--- src/rtl/mem_access_ctrl.sv ---
// CPU-side memory access controller: latches one request, decodes it to ROM or RAM,
// sequences the memory strobes and returns a single-cycle ready/err completion.
module mem_access_ctrl #(
  parameter int ROM_WAIT = 2,
  parameter int DATA_W   = 8
) (
  input  logic              clk,
  input  logic              rst_n,
  input  logic              req,
  input  logic              we,
  input  logic [11:0]       addr,
  input  logic [DATA_W-1:0] wdata,
  output logic [DATA_W-1:0] rdata,
  output logic              ready,
  output logic              err,
  output logic              busy,
  output logic [11:0]       dec_addr,
  input  logic              rom_sel,
  input  logic              ram_sel,
  output logic [11:0]       mem_addr,
  output logic [DATA_W-1:0] mem_wdata,
  input  logic [DATA_W-1:0] mem_rdata,
  output logic              rom_oe,
  output logic              ram_ce,
  output logic              ram_we
);

  typedef enum logic [2:0] {
    IDLE,
    DECODE,
    ROM_RD,
    RAM_ACC,
    DONE
  } state_e;

  localparam logic [3:0] CNT_LOAD = 4'(ROM_WAIT - 1);

  state_e              state_q, state_d;
  logic [11:0]         addr_q, addr_d;
  logic                we_q, we_d;
  logic [DATA_W-1:0]   wdata_q, wdata_d;
  logic                err_q, err_d;
  logic [3:0]          cnt_q, cnt_d;
  logic [DATA_W-1:0]   rdata_q, rdata_d;

  always_comb begin
    // NOTE: every next-state value defaults to its current register first, so no
    // path through the case statement can leave a signal unassigned and infer a latch.
    state_d = state_q;
    addr_d  = addr_q;
    we_d    = we_q;
    wdata_d = wdata_q;
    err_d   = err_q;
    cnt_d   = cnt_q;
    rdata_d = rdata_q;

    unique case (state_q)
      IDLE: begin
        if (req) begin
          addr_d  = addr;
          we_d    = we;
          wdata_d = wdata;
          state_d = DECODE;
        end
      end
      DECODE: begin
        if (rom_sel && !ram_sel) begin
          if (we_q) begin
            err_d   = 1'b1;
            state_d = DONE;
          end else begin
            cnt_d   = CNT_LOAD;
            state_d = ROM_RD;
          end
        end else if (ram_sel && !rom_sel) begin
          state_d = RAM_ACC;
        end else begin
          // Neither or both selects asserted: decoder fault, complete with error.
          err_d   = 1'b1;
          state_d = DONE;
        end
      end
      ROM_RD: begin
        if (cnt_q == 4'd0) begin
          rdata_d = mem_rdata;
          state_d = DONE;
        end else begin
          cnt_d = cnt_q - 4'd1;
        end
      end
      RAM_ACC: begin
        if (!we_q) rdata_d = mem_rdata;
        state_d = DONE;
      end
      DONE: begin
        err_d   = 1'b0;
        state_d = IDLE;
      end
      default: state_d = IDLE;
    endcase
  end

  // NOTE: sequential state uses non-blocking assignments so all registers update
  // together from values sampled before the edge.
  always_ff @(posedge clk or negedge rst_n) begin
    if (!rst_n) begin
      state_q <= IDLE;
      addr_q  <= '0;
      we_q    <= 1'b0;
      wdata_q <= '0;
      err_q   <= 1'b0;
      cnt_q   <= '0;
      rdata_q <= '0;
    end else begin
      state_q <= state_d;
      addr_q  <= addr_d;
      we_q    <= we_d;
      wdata_q <= wdata_d;
      err_q   <= err_d;
      cnt_q   <= cnt_d;
      rdata_q <= rdata_d;
    end
  end

  // Strobes decode straight from the state register, so reset clears them immediately.
  assign rdata     = rdata_q;
  assign ready     = (state_q == DONE);
  assign err       = (state_q == DONE) && err_q;
  assign busy      = (state_q != IDLE);
  assign dec_addr  = addr_q;
  assign mem_addr  = addr_q;
  assign mem_wdata = wdata_q;
  assign rom_oe    = (state_q == ROM_RD);
  assign ram_ce    = (state_q == RAM_ACC);
  assign ram_we    = (state_q == RAM_ACC) && we_q;

endmodule

--- config.mk ---
export PLATFORM = sky130hd
export DESIGN_NAME = mem_access_ctrl
export DESIGN_NICKNAME = d
export VERILOG_FILES = /design/src/rtl/mem_access_ctrl.sv
export SDC_FILE = /design/constraint.sdc
export NUM_CORES = 1
export LEC_CHECK = 0
export BUFFER_PORTS_ARGS = -buffer_cell sky130_fd_sc_hd__buf_2
export CAP_MARGIN = 30
export CORE_MARGIN = 2
export CORE_UTILIZATION = 29
export DETAILED_ROUTE_END_ITERATION = 10
export SYNTH_ARGS = -nofsm -noshare
export SYNTH_HDL_FRONTEND = slang
export SYNTH_SLANG_ARGS = --single-unit
--- constraint.sdc ---
create_clock -name clk -period 1.95 [get_ports clk]
set_clock_uncertainty 0.05 [all_clocks]
set_input_delay 0.39 -clock clk [delete_from_list [all_inputs] [get_ports clk]]
set_output_delay 0.39 -clock clk [all_outputs]
set_load 0.02 [all_outputs]
# ---- Yosys cells after proc, flatten, opt, wreduce, memory -nomap -nowiden
# Index checks and enable logic that the tools add are counted.
dict set report word_totals {
  input_bits 34
  output_inout_bits 46
  reg_bits 37
  wordCells 54
}
dict set report op_classes {
  eq_ne 12
  n_mux 17
  n_addsub 1
  n_reduce_logical 17
}
# cell n
set op_table {}
lappend op_table {{8-bit 2-to-1 mux} 2}
lappend op_table {{8-bit case mux with 2 select lines} 1}
lappend op_table {{3-bit 2-to-1 mux} 5}
lappend op_table {{4-bit 2-to-1 mux} 3}
lappend op_table {{3-bit case mux with 4 select lines} 1}
lappend op_table {{2-bit != test, second input constant} 5}
lappend op_table {{4-bit case mux with 2 select lines} 1}
lappend op_table {{3-bit by 2-bit == test with 1-bit output, second input constant} 2}
lappend op_table {{3-bit != test, second input constant} 2}
lappend op_table {{3-bit AND reduction} 2}
lappend op_table {{2-bit nonzero test} 3}
lappend op_table {{1-bit logical AND} 4}
lappend op_table {{4-bit zero test} 1}
lappend op_table {{2-bit AND reduction} 2}
lappend op_table {{4-bit AND reduction} 1}
lappend op_table {{4-bit by 1-bit subtractor with 4-bit output, second input constant} 1}
lappend op_table {{3-bit by 1-bit == test with 1-bit output, second input constant} 1}
lappend op_table {{3-bit == test, second input constant} 1}
lappend op_table {{3-bit zero test} 1}
lappend op_table {{1-bit 2-to-1 mux} 3}
lappend op_table {{3-bit nonzero test} 1}
lappend op_table {{1-bit zero test} 2}
lappend op_table {{2-bit by 1-bit != test with 1-bit output, second input constant} 1}
lappend op_table {{1-bit case mux with 2 select lines} 1}

# ---- Longest topological paths before layout
dict set report logic_depth {
  depth_word 5
  ltp_mapped 5
  mapped_depth_nobuf 5
}

# ---- Worst setup path before layout
# No wires, ideal clock.
dict set report synth_path {
  path_kind {register -> register}
  start {register cnt_q[0]}
  end {register rdata_q[0] (netlist: rdata[0])}
  stages_incl_launch_ff 6
  arrival_ns 1.464
  slack_ns 0.312
  synth_period_minus_slack_ns 1.638
  required_ns 1.775
  setup_time_ns 0.125
  path_cell_list {dfrtp_1 > inv_1 > ha_1 > nor3b_2 > o211ai_2 > mux2_2}
}
dict set report synth_between {
  elab_chain_len 3
}
# item line
set synth_rtl {}
lappend synth_rtl {{from (decl)} 43} ;# logic [3:0] cnt_q, cnt_d;
lappend synth_rtl {{from (signal assigned)} 120} ;# cnt_q <= cnt_d;
lappend synth_rtl {{4-bit zero test} 84} ;# if (cnt_q == 4'd0) begin
lappend synth_rtl {{2-bit by 1-bit != test with 1-bit output (no source line)} -}
lappend synth_rtl {{3-bit AND reduction (no source line)} -}
lappend synth_rtl {{to (signal assigned)} 121} ;# rdata_q <= rdata_d;
lappend synth_rtl {{to (decl)} 44} ;# logic [DATA_W-1:0] rdata_q, rdata_d;
# Every way passes these cells.
# A chain may end at the register's enable or synchronous reset.

# ---- Final worst setup path
dict set report layout_path {
  start {register state_q[0]}
  end {output rom_oe}
}
dict set report layout_between {
  elab_chain_len 1
}
# item line
set layout_rtl {}
lappend layout_rtl {{from (decl)} 38} ;# state_e state_q, state_d;
lappend layout_rtl {{from (signal assigned)} 115} ;# state_q <= state_d;
lappend layout_rtl {{3-bit by 2-bit == test with 1-bit output} 133} ;# assign rom_oe = (state_q == ROM_RD);
lappend layout_rtl {{to (decl)} 23} ;# output logic rom_oe,
# Every way passes these cells.

==> impl_metrics.toml <==
[detailed_routing]
vias = 1216
post-route-drc-count = 0
drtIter0Drc = 39
vias_per_cell = 4.41
firstDrtPassIters = 4
postRouteAntennaNets = 0
wl_per_cell_um = 12.4
routed_wl_um = 3410

[cts]
cts_buffers = 5
cts_num_sinks = 37
clock_latency_ns = 0.29
htreeDepth = 2
cts.clk_slew.worst_paths_ns = 0.07
max-clock-path-buffers = 2
cts_tree = "built"
root_buffer = "clkbuf_8"

[worst_setup_path]
worst_ep_arrival_time_ns = 1.41
worstPathMaxFanout = 5
rr_startpoint = "cnt_q[0]"
end_kind = "primary output"
rrSetupSlack_ns = 0.14
reg2reg_depth = 5
setup.worst_path.class = "register to primary output"
startpoint = "state_q[0]"
start_kind = "register"
cp_data_required_time_ns = 1.51
r2r-end = "rdata[1]"

[die]
initial_core_util_pct = 30.2
chipHeight_um = 80.0
die_area_mm2 = 0.00639
die_w_um = 80.0
core_area_mm2 = 0.00554
ios = 80
num_rows = 27

[synthesis]
yosysTopAreaCell = "dfrtp_1"
synth-async-reset-ratio_pct = 100
ys_warn_count = 0
synth_nets = 164
synth_top_area_share_pct = 55.3
syn_area_per_cell_um2 = 13.1
syn_inst = 128
synth-seq-area-share_pct = 55.3
synth_edf_count = 0
synth_seq_cells = 37
synthTopCellsByArea = "dfrtp_1, mux2_2, buf_4"
synthDistinctLibCells = 29
syn_area_mm2 = 0.00167
ys.flop_type = "dfrtp_1"

[outcome]
status = "complete, no violations"

[pwr]
peakVddDrop_mv = 0.583
p_leak_nw = 1.09
power.total_mw = 3.92
power.density_mw_per_mm2 = 1790

[finish]
drive_gt1_share_pct = 63.7
antenna_cells = 0
nNetsFinal = 239
fillers = 553
areaGrowthSynthToFinish_pct = 30.8

[global_routing]
grt_usage_pct = 11.1
antenna_found_initial = 0
grt-ovfl-total = 0
grt_max_degree = 21
first_global_vias = 1221
grt_pass1_wl_um = 5520

[sta]
fin_crit_ns = 1.85
fin_crit_sh_pct = 94.7
hold_violations = 0
tightestPinTransition_ns = 0.494
setup_viol_count_final = 0
setup-tns-final_ns = 0
clock.fmax_ghz = 0.542
report.final.slew_viol_count = 0
rsz0062_at_grt = "no"
slew_headroom_pct = 67.0

[placement]
port_buffers = 79
dp_hpwl_um = 2640
place.gp.congestion = 0.891

[hold_path]
hold_path_class = "input port to async pin"

[job]
maxCapViolations = 0
==> routing by layer <==
metal  global-route usage, %  share of wire, %  vias to the layer above
li1                        -                 -                      584
met1                    14.0                43                      564
met2                    16.7                44                       61
met3                    3.73                10                        7
met4                    6.27               2.2                        0
met5                       0                 0                        -
==> cell type report <==
| cell class | instances | area (µm²) | area share [%] |
|---|---|---|---|
| Tap cell | 72 | 90.1 | 4.12 |
| Timing Repair Buffer | 83 | 438 | 20.0 |
| Clock buffer | 7 | 96.3 | 4.40 |
| Multi-Input combinational cell | 70 | 607 | 27.7 |
| Inverter | 6 | 23.8 | 1.09 |
| Sequential cell | 37 | 928 | 42.4 |
| Clock inverter | 1 | 5.00 | 0.229 |
==> sequential cells by signal, indices dropped and copies added (netlist names) <==
name,count
dec_addr,12
cnt_q,4
state_q,3
we_q,1
mem_wdata,8
rdata,8
err_q,1
==> timing repair <==
item                                    4_1_cts  5_1_grt
buffers inserted                              0        1
hold buffers                                  0        0
endpoints found under the setup margin        1        1
gates resized for setup                       1        1
pin swaps                                     0        0
==> Yosys cell counts, types with 2 or more instances <==
cell type,number
a21oi_1,2
and3_1,3
buf_4,14
dfrtp_1,37
ha_1,2
inv_1,5
mux2_2,31
nand2_1,4
nand2b_1,2
nor2_1,4
nor3_1,3
o21ai_0,3
o22ai_1,2
==> metrics by stage <==
step	instances	cell area (µm²)	worst slack, ns	utilization, %	hold WS, ns
2_1_floorplan	128	1670	0.312	-	0.0444
3_3_place_gp	267	2080	0.191	37.5	0.321
3_5_place_dp	267	2080	0.145	37.5	0.334
4_1_cts	275	2180	0.0312	39.3	0.0205
5_1_grt	276	2190	0.0525	39.5	0.0381
6_report	276	2190	0.104	39.5	0.0104
==> worst max path at each step <==
stage | endpoint | cells after the start
after floorplan | rdata[0] | 5
after global placement | rdata[2] | 5
after detailed placement | rdata[3] | 5
after CTS | rom_oe | 3
after global routing | rom_oe | 3
final | rom_oe | 3
==> critical path, stage by stage (launching register included) <==
cell      delay (ns)
dfrtp_2         0.43
or3b_4          0.44
clkinv_2        0.09
buf_2           0.16
==> cells by family (layout without fill, tap and decap cells) <==
family | Yosys count | count (layout) | synth area share, %
buffers and inverters | 21 | 97 | 8.38
AOI/OAI and AO/OA | 13 | 13 | 5.31
muxes | 31 | 31 | 20.9
DFF | 37 | 37 | 55.3
and+or+nand+nor | 24 | 24 | 8.60
adders and majority gates | 2 | 2 | 1.50
==> report_power, final <==
part           leakage, nW  internal (mW)  total (mW)  switching (mW)
clock network       0.0542          0.319       0.580           0.260
logic                0.597          0.817        1.95            1.13
registers            0.437           1.15        1.39           0.238
==> placed cells by master, fill, tap and decap left out, types with 2 or more instances in the layout <==
cell      synthesis  final
inv_1             5      5
o21ai_0           3      3
nand2_1           4      4
nor3_1            3      3
clkbuf_8          0      7
mux2_2           31     31
o22ai_1           2      2
nor2_1            4      4
dfrtp_2           0      2
and3_1            3      3
buf_2             0     79
buf_4            14      3
ha_1              2      2
clkinv_2          1      2
a21oi_1           2      2
dfrtp_1          37     35
nand2b_1          2      2
No activity file was read; power rests on OpenSTA's default activity.
